File: src/rtl/params_pkg.sv
// Shared stream parameters, state encoding and last-beat byte-enable helper
// for the AXI4-Stream packet source.
package params_pkg;

    localparam int DATA_WIDTH = 32;
    localparam int KEEP_WIDTH = DATA_WIDTH / 8;
    localparam int KEEP_SHIFT = $clog2(KEEP_WIDTH);

    typedef enum logic [1:0] {
        IDLE = 2'd0,
        SEND = 2'd1,
        GAP  = 2'd2,
        DONE = 2'd3
    } axis_src_state_e;

    // rem is pkt_len mod KEEP_WIDTH; a zero remainder means the last beat is full
    function automatic logic [KEEP_WIDTH-1:0] last_keep(input logic [KEEP_SHIFT-1:0] rem);
        logic [KEEP_WIDTH-1:0] k;
        for (int i = 0; i < KEEP_WIDTH; i++) begin
            k[i] = (rem == '0) || (i < int'(rem));
        end
        return k;
    endfunction

endpackage

File: src/rtl/axis_stream_src.sv
// AXI4-Stream packet source: one packet of pkt_len bytes per start, incrementing
// word pattern from seed, partial tkeep and tlast on the final beat, optional idle gaps.
//
// state | meaning
// IDLE  | waiting for start
// SEND  | beat presented (tvalid=1), waiting for tready
// GAP   | idle cycles between beats; also the single busy cycle of a zero-length packet
// DONE  | one-cycle completion pulse
module axis_stream_src
    import params_pkg::*;
#(
    parameter int DATA_WIDTH = params_pkg::DATA_WIDTH,
    parameter int LEN_W      = 23,
    parameter int GAP_W      = 4
) (
    input  logic                    axi_aclk,
    input  logic                    axi_resetn,
    input  logic                    start,
    input  logic [LEN_W-1:0]        pkt_len,
    input  logic [DATA_WIDTH-1:0]   seed,
    input  logic [GAP_W-1:0]        gap,
    output logic                    busy,
    output logic                    done,
    output logic [LEN_W-1:0]        beats_sent,
    output logic [DATA_WIDTH-1:0]   m_axis_tdata,
    output logic [DATA_WIDTH/8-1:0] m_axis_tkeep,
    output logic                    m_axis_tvalid,
    input  logic                    m_axis_tready,
    output logic                    m_axis_tlast
);

    axis_src_state_e state, state_nxt;

    logic [LEN_W-1:0]        beats_left, beats_left_nxt;
    logic [GAP_W-1:0]        gap_cnt, gap_cnt_nxt;
    logic [GAP_W-1:0]        gap_len, gap_len_nxt;
    logic [KEEP_WIDTH-1:0]   keep_last, keep_last_nxt;
    logic [DATA_WIDTH-1:0]   tdata_nxt;
    logic [KEEP_WIDTH-1:0]   tkeep_nxt;
    logic                    tvalid_nxt, tlast_nxt, busy_nxt, done_nxt;
    logic [LEN_W-1:0]        beats_sent_nxt;

    logic [LEN_W:0]          len_round;
    logic [LEN_W-1:0]        beats_calc;
    logic [KEEP_WIDTH-1:0]   keep_calc;

    // Extra bit keeps the ceil() round-up from overflowing near the top of the length range
    assign len_round  = {1'b0, pkt_len} + (LEN_W+1)'(KEEP_WIDTH - 1);
    assign beats_calc = LEN_W'(len_round >> KEEP_SHIFT);
    assign keep_calc  = last_keep(pkt_len[KEEP_SHIFT-1:0]);

    always_ff @(posedge axi_aclk or negedge axi_resetn) begin
        if (!axi_resetn) begin
            state         <= IDLE;
            beats_left    <= '0;
            gap_cnt       <= '0;
            gap_len       <= '0;
            keep_last     <= '0;
            m_axis_tdata  <= '0;
            m_axis_tkeep  <= '0;
            m_axis_tvalid <= 1'b0;
            m_axis_tlast  <= 1'b0;
            busy          <= 1'b0;
            done          <= 1'b0;
            beats_sent    <= '0;
        end else begin
            state         <= state_nxt;
            beats_left    <= beats_left_nxt;
            gap_cnt       <= gap_cnt_nxt;
            gap_len       <= gap_len_nxt;
            keep_last     <= keep_last_nxt;
            m_axis_tdata  <= tdata_nxt;
            m_axis_tkeep  <= tkeep_nxt;
            m_axis_tvalid <= tvalid_nxt;
            m_axis_tlast  <= tlast_nxt;
            busy          <= busy_nxt;
            done          <= done_nxt;
            beats_sent    <= beats_sent_nxt;
        end
    end

    always_comb begin
        state_nxt      = state;
        beats_left_nxt = beats_left;
        gap_cnt_nxt    = gap_cnt;
        gap_len_nxt    = gap_len;
        keep_last_nxt  = keep_last;
        tdata_nxt      = m_axis_tdata;
        tkeep_nxt      = m_axis_tkeep;
        tvalid_nxt     = m_axis_tvalid;
        tlast_nxt      = m_axis_tlast;
        busy_nxt       = busy;
        done_nxt       = 1'b0;
        beats_sent_nxt = beats_sent;

        unique case (state)
            IDLE: begin
                tvalid_nxt = 1'b0;
                tlast_nxt  = 1'b0;
                busy_nxt   = 1'b0;
                if (start) begin
                    busy_nxt       = 1'b1;
                    beats_sent_nxt = '0;
                    gap_len_nxt    = gap;
                    keep_last_nxt  = keep_calc;
                    beats_left_nxt = beats_calc;
                    if (pkt_len != '0) begin
                        state_nxt  = SEND;
                        tdata_nxt  = seed;
                        tvalid_nxt = 1'b1;
                        tlast_nxt  = (beats_calc == LEN_W'(1));
                        tkeep_nxt  = (beats_calc == LEN_W'(1)) ? keep_calc : '1;
                    end else begin
                        // Zero-length: one busy cycle through GAP with nothing left to send
                        state_nxt   = GAP;
                        gap_cnt_nxt = '0;
                    end
                end
            end

            SEND: begin
                if (m_axis_tready) begin
                    beats_sent_nxt = beats_sent + LEN_W'(1);
                    beats_left_nxt = beats_left - LEN_W'(1);
                    if (beats_left == LEN_W'(1)) begin
                        state_nxt  = DONE;
                        tvalid_nxt = 1'b0;
                        tlast_nxt  = 1'b0;
                        busy_nxt   = 1'b0;
                        done_nxt   = 1'b1;
                    end else begin
                        tdata_nxt = m_axis_tdata + DATA_WIDTH'(1);
                        if (gap_len == '0) begin
                            tvalid_nxt = 1'b1;
                            tlast_nxt  = (beats_left == LEN_W'(2));
                            tkeep_nxt  = (beats_left == LEN_W'(2)) ? keep_last : '1;
                        end else begin
                            state_nxt   = GAP;
                            gap_cnt_nxt = gap_len;
                            tvalid_nxt  = 1'b0;
                            tlast_nxt   = 1'b0;
                        end
                    end
                end
            end

            GAP: begin
                if (gap_cnt <= GAP_W'(1)) begin
                    if (beats_left == '0) begin
                        state_nxt = DONE;
                        busy_nxt  = 1'b0;
                        done_nxt  = 1'b1;
                    end else begin
                        state_nxt  = SEND;
                        tvalid_nxt = 1'b1;
                        tlast_nxt  = (beats_left == LEN_W'(1));
                        tkeep_nxt  = (beats_left == LEN_W'(1)) ? keep_last : '1;
                    end
                end else begin
                    gap_cnt_nxt = gap_cnt - GAP_W'(1);
                end
            end

            DONE: begin
                state_nxt = IDLE;
            end

            default: state_nxt = IDLE;
        endcase
    end

endmodule

File: config.mk
export PLATFORM = sky130hd
export DESIGN_NAME = axis_stream_src
export DESIGN_NICKNAME = d
export VERILOG_FILES = /design/src/rtl/params_pkg.sv /design/src/rtl/axis_stream_src.sv
export SDC_FILE = /design/constraint.sdc
export NUM_CORES = 1
export LEC_CHECK = 0
export CORE_ASPECT_RATIO = 0.6
export CORE_MARGIN = 1.5
export CORE_UTILIZATION = 30
export CTS_CLUSTER_DIAMETER = 80
export DETAILED_ROUTE_END_ITERATION = 8
export GPL_ROUTABILITY_DRIVEN = 1
export PLACE_DENSITY_LB_ADDON = 0.3
export REMOVE_ABC_BUFFERS = 1
export SETUP_SLACK_MARGIN = 0.02
export SKIP_LAST_GASP = 1
export SLEW_MARGIN = 25
export SYNTH_ARGS = -nofsm -noshare
export SYNTH_HDL_FRONTEND = slang
export SYNTH_SLANG_ARGS = --single-unit
File: constraint.sdc
create_clock -name axi_aclk -period 3 [get_ports axi_aclk]
set_input_delay 0.3 -clock axi_aclk [delete_from_list [all_inputs] [get_ports axi_aclk]]
set_output_delay 0.3 -clock axi_aclk [all_outputs]
set_load 0.1 [all_outputs]
### Yosys cells after proc, flatten, opt, wreduce, memory -nomap -nowiden

Cells that the tools add are included.

* bits in registers: 100
* output and inout port bits: 63
* word-level logic and storage cells: 122

* add/subtract/negate cells: 5
* $lt $le $gt $ge: 4
* equal/unequal tests: 19
* muxes and demuxes: 64
* reduce and logical (&&, ||, !) cells: 18

Operators by type and width (number)
* 32-bit two-way mux: 4
* 23-bit two-way mux: 4
* 23-bit one-hot mux with 2 select lines: 2
* 4-bit two-way mux: 16
* 32-bit one-hot mux with 2 select lines: 1
* 32-bit by 1-bit adder with 32-bit output, second input constant: 1
* 23-bit by 2-bit adder with 24-bit output, second input constant: 1
* 2-bit != test, second input constant: 12
* 4-bit one-hot mux with 3 select lines: 2
* 23-bit by 1-bit adder with 23-bit output, second input constant: 1
* 23-bit by 1-bit == test with 1-bit output, second input constant: 1
* 23-bit by 2-bit == test with 1-bit output, second input constant: 1
* 23-bit logical NOT: 1
* 1-bit two-way mux: 23
* 23-bit nonzero test: 1
* 23-bit by 1-bit subtractor with 23-bit output, second input constant: 1
* 22-bit by 1-bit == test with 1-bit output, second input constant: 1
* 2-bit two-way mux: 7
* 5-bit AND reduction: 2
* 1-bit one-hot mux with 3 select lines: 3
* 2-bit one-hot mux with 4 select lines: 1
* 4-bit AND reduction: 2
* 8-bit AND reduction: 1
* 7-bit AND reduction: 1
* other kinds (15): 20

### Logic depth before layout (Yosys ltp)

* word-level depth: 6
* depth in mapped cells: 11
* depth with buffers taken out: 9

### Worst setup path before layout

Ideal clock, no wire load.

* kind: register to register
* start: register m_axis_tdata[10]
* end: register m_axis_tdata[25]
* setup time: 0.078 ns
* data arrival time: 2.771 ns
* required time: 2.922 ns
* slack: 0.151 ns
* cell stages (with the launch flop): 9
* clock period less this slack: 2.849 ns
* cells stage by stage: dfrtp_1 nand4_1 nor4_1 and4b_1 and3_1 clkbuf_1 a31oi_1 a41o_1 a21oi_1

* cells in the longest elaborated chain, start to end: 4

RTL lines
* start: declaration: line axis_stream_src.sv:25 `output logic [DATA_WIDTH-1:0] m_axis_tdata,`
* start signal: assignment: line axis_stream_src.sv:72 `m_axis_tdata <= tdata_nxt;`
* 32-bit by 1-bit adder with 32-bit output: line axis_stream_src.sv:132 `tdata_nxt = m_axis_tdata + DATA_WIDTH'(1);`
* 32-bit two-way mux: line axis_stream_src.sv:125 `if (beats_left == LEN_W'(1)) begin`
* 32-bit two-way mux: line axis_stream_src.sv:122 `if (m_axis_tready) begin`
* 32-bit one-hot mux with 2 select lines: line axis_stream_src.sv:96 `unique case (state)`

Every way passes these cells. The select of a mux whose other input is x is not followed.
A chain may end at the register's enable or synchronous reset.

### Final worst setup path

* start: input port pkt_len[0]
* end: register m_axis_tkeep[2]

* cells in the longest elaborated chain, start to end: 6

RTL lines
* start: declaration: line axis_stream_src.sv:19 `input logic [LEN_W-1:0] pkt_len,`
* 23-bit by 2-bit adder with 24-bit output (tied with other cells): line axis_stream_src.sv:48 `assign len_round = {1'b0, pkt_len} + (LEN_W+1)'(KEEP_WIDTH - 1);`
* 22-bit by 1-bit == test with 1-bit output or 1-bit logical OR (tied branches): line axis_stream_src.sv:112, params_pkg.sv:20
* 4-bit two-way mux: line axis_stream_src.sv:112 `tkeep_nxt = (beats_calc == LEN_W'(1)) ? keep_calc : '1;`
* 4-bit two-way mux: line axis_stream_src.sv:107 `if (pkt_len != '0) begin`
* 4-bit two-way mux: line axis_stream_src.sv:101 `if (start) begin`
* 4-bit one-hot mux with 3 select lines: line axis_stream_src.sv:96
* end signal: assignment: line axis_stream_src.sv:73 `m_axis_tkeep <= tkeep_nxt;`
* end: declaration: line axis_stream_src.sv:26 `output logic [DATA_WIDTH/8-1:0] m_axis_tkeep,`

Several ways; a longest one is shown, not always the timed one. The select of a mux whose other input is x is not followed.

==> reports/metrics.csv <==
metric;value;unit
CP max stage cell;or4_1;
Chip Width;194;um
clk_skew;16.1;ps
# DRC;9;
Starting Density;0.309;
max-cap viol count;0;
clock transition at the registers of the reported paths;70;ps
failing checks;DRC, hold timing;
number of flops mapped to enable cells by yosys;0;
CP delay by family, top;simple AND/OR/NAND/NOR gates;
clock sink total;100;
Synth Register Bits;100;
CTS Root Cell;clkbuf_16;
Crit Path Max Fanout;4;
crit path kind;primary input to register;
WL/cell;17.2;um
Cell Pwr Density;1110;mW/mm^2
Synth top area share;0.382;
design area;0.00866;mm^2
Antenna Cells;0;
CTS Buffer Depth;2;
RSZ-0062 raised after global routing;no;
total core area;0.0212;mm^2
status;complete, but fails checks;
register area share after synthesis;0.382;
Final Hold Vio Count;6;
CTS Hold Buffers Added;0;
Final WS setup;184;ps
Synth Warn #;0;
initial antenna violation count;0;
critical-path cell list;clkdlybuf4s50_1, inv_1, ha_1, nand3b_1, or4_1, o31ai_1, nand4_1, and4bb_1, a31oi_1, mux2_2;
Via density;5.38;
Worst setup EP type;register;
share of cells above drive strength 1;0.174;
final setup TNS;0;ps
Arr. time, crit path;3050;ps
Syn Inst Count;779;
Max Clock Freq;0.355;GHz
largest net degree at the start of global routing;101;
H-Tree Depth;3;
post-route insts no fill;1215;
Total Routing Usage GR;0.184;
Avg Cell Area, Syn;8.41;um^2
Hold Slack;-10.4;ps
relative slew slack;0.445;
first-pass detailed-route iteration total;7;
Worst Setup Start Kind;primary input;
CP peak stage delay;580;ps
CTS tree;built;
Power, Total;9.61;mW
first-pass GRT wire length;33.8;mm
vias in the first global route;5937;
Pleak;3.58;nW
Peak VDD IR;0.000371;V
I/O pin total;126;
post-route core utilization;0.409;
Least-Margin Pin Slew;827;ps
FFs w/ async S/R, synth;1.00;
largest area contributor in the netlist;dfrtp_1;
Worst Hold Class;primary input to asynchronous set/reset pin;
Critical Path RT;3240;ps
CTS buffer count;9;
Syn-to-layout area delta;32.2;%
dpl cells;1199;
Final Cycle Share;0.939;
Antenna Nets Post-Route;0;
port buffer count;125;
Die Y-Extent;117;um
nets@finish;1008;
PostCTS Resize Cnt;0;
crit path time final;2820;ps
commonest non-fill, non-tap cells in the layout;119 x buf_4, 100 x dfrtp_1, 61 x clkdlybuf4s50_1, 56 x nor2_1, 56 x nand3_1;
max-slew violation count;0;
total wire length;20.9;mm
Buf/Inv on CP;2;
commonest non-fill, non-tap cell in the layout;buf_4;
hpwl dp;15.2;mm
dpl ws;-141;ps
GRT overflow;0;
Final Setup Violations;0;
initial drt markers;475;
die area;0.0228;mm^2
routed vias;6542;
post-CTS setup repair buffer count;0;
Cell Area, Placed;0.00833;mm^2
Unique masters post-synth;61;
Skew-Pair Late Insertion Delay;350;ps
prevailing post-synth register cell;dfrtp_1;
Row Count;41;
GP Congestion;0.918;
top cells by area, synth;dfrtp_1 38%, o22ai_1 4.4%, nand3_1 4.3%;
Mapped Area;0.00655;mm^2
-- Yosys cell counts, types with 14 or more instances --
master	number
nor3_1	18
nor2_1	57
nand3_1	56
a21oi_1	54
nor4_1	18
and3_1	27
clkbuf_1	37
nand4_1	25
nand2_1	48
o21ai_0	48
o22ai_1	46
xnor2_1	23
ha_1	14
inv_1	23
xor2_1	16
dfrtp_1	100
o21ai_1	25
-- cell type report --
cell class / count / area (um^2)
tap: 279 / 349
timing repair buffer: 184 / 1580
fill: 2165 / 12500
inverter: 23 / 86.3
clock buffer: 13 / 260
clock inverter: 3 / 68.8
multi-input combinational: 613 / 3810
sequential: 100 / 2500
-- final timing paths --
| kind | start | end | slack, ps | cells past startpoint |
|---|---|---|---|---|
| setup / recovery | pkt_len[0] | m_axis_tkeep[2] | 180 | 10 |
| hold / removal | axi_resetn | m_axis_tdata[2] | -10 | 2 |
| setup reg to reg | state[0] | m_axis_tkeep[2] | 220 | 9 |
| hold reg to reg | keep_last[0] | keep_last[0] | 480 | 1 |
| max in group asynchronous | axi_resetn | beats_sent[10] | 2520 | 2 |
| min in group axi_aclk | keep_last[0] | keep_last[0] | 480 | 1 |
-- power breakdown --
| part | leakage (nW) | total [mW] | internal (mW) | switching (mW) |
|---|---|---|---|---|
| Combinational | 2.18 | 5.74 | 1.74 | 4.00 |
| Clock | 0.160 | 1.30 | 0.780 | 0.522 |
| Sequential | 1.24 | 2.57 | 1.89 | 0.680 |
-- layer usage --
layer | up-vias | track usage | share of wire
met5 | - | 0 | 0
met4 | 0 | 0.0226 | 0.0026
met3 | 7 | 0.0436 | 0.063
met2 | 191 | 0.240 | 0.39
met1 | 3118 | 0.302 | 0.54
li1 | 3226 | - | -
-- kinds of logic after synthesis --
group	after synthesis	synth area share
AND/OR/NAND/NOR	312	0.256
AO/OA/AOI/OAI	224	0.205
flip-flops	100	0.382
buffers and inverters	66	0.0390
XOR/XNOR	39	0.0521
multiplexers	24	0.0395
adder cells (fa/ha/maj)	14	0.0267
-- sequential cells by signal (all words and copies together), names as in the netlist --
| signal | flops |
|---|---|
| beats_left | 23 |
| done | 1 |
| m_axis_tkeep | 4 |
| keep_last | 4 |
| m_axis_tvalid | 1 |
| gap_cnt | 4 |
| beats_sent | 23 |
| gap_len | 4 |
| m_axis_tlast | 1 |
| m_axis_tdata | 32 |
| busy | 1 |
| state | 2 |
Power figures use the tool's default switching activity.
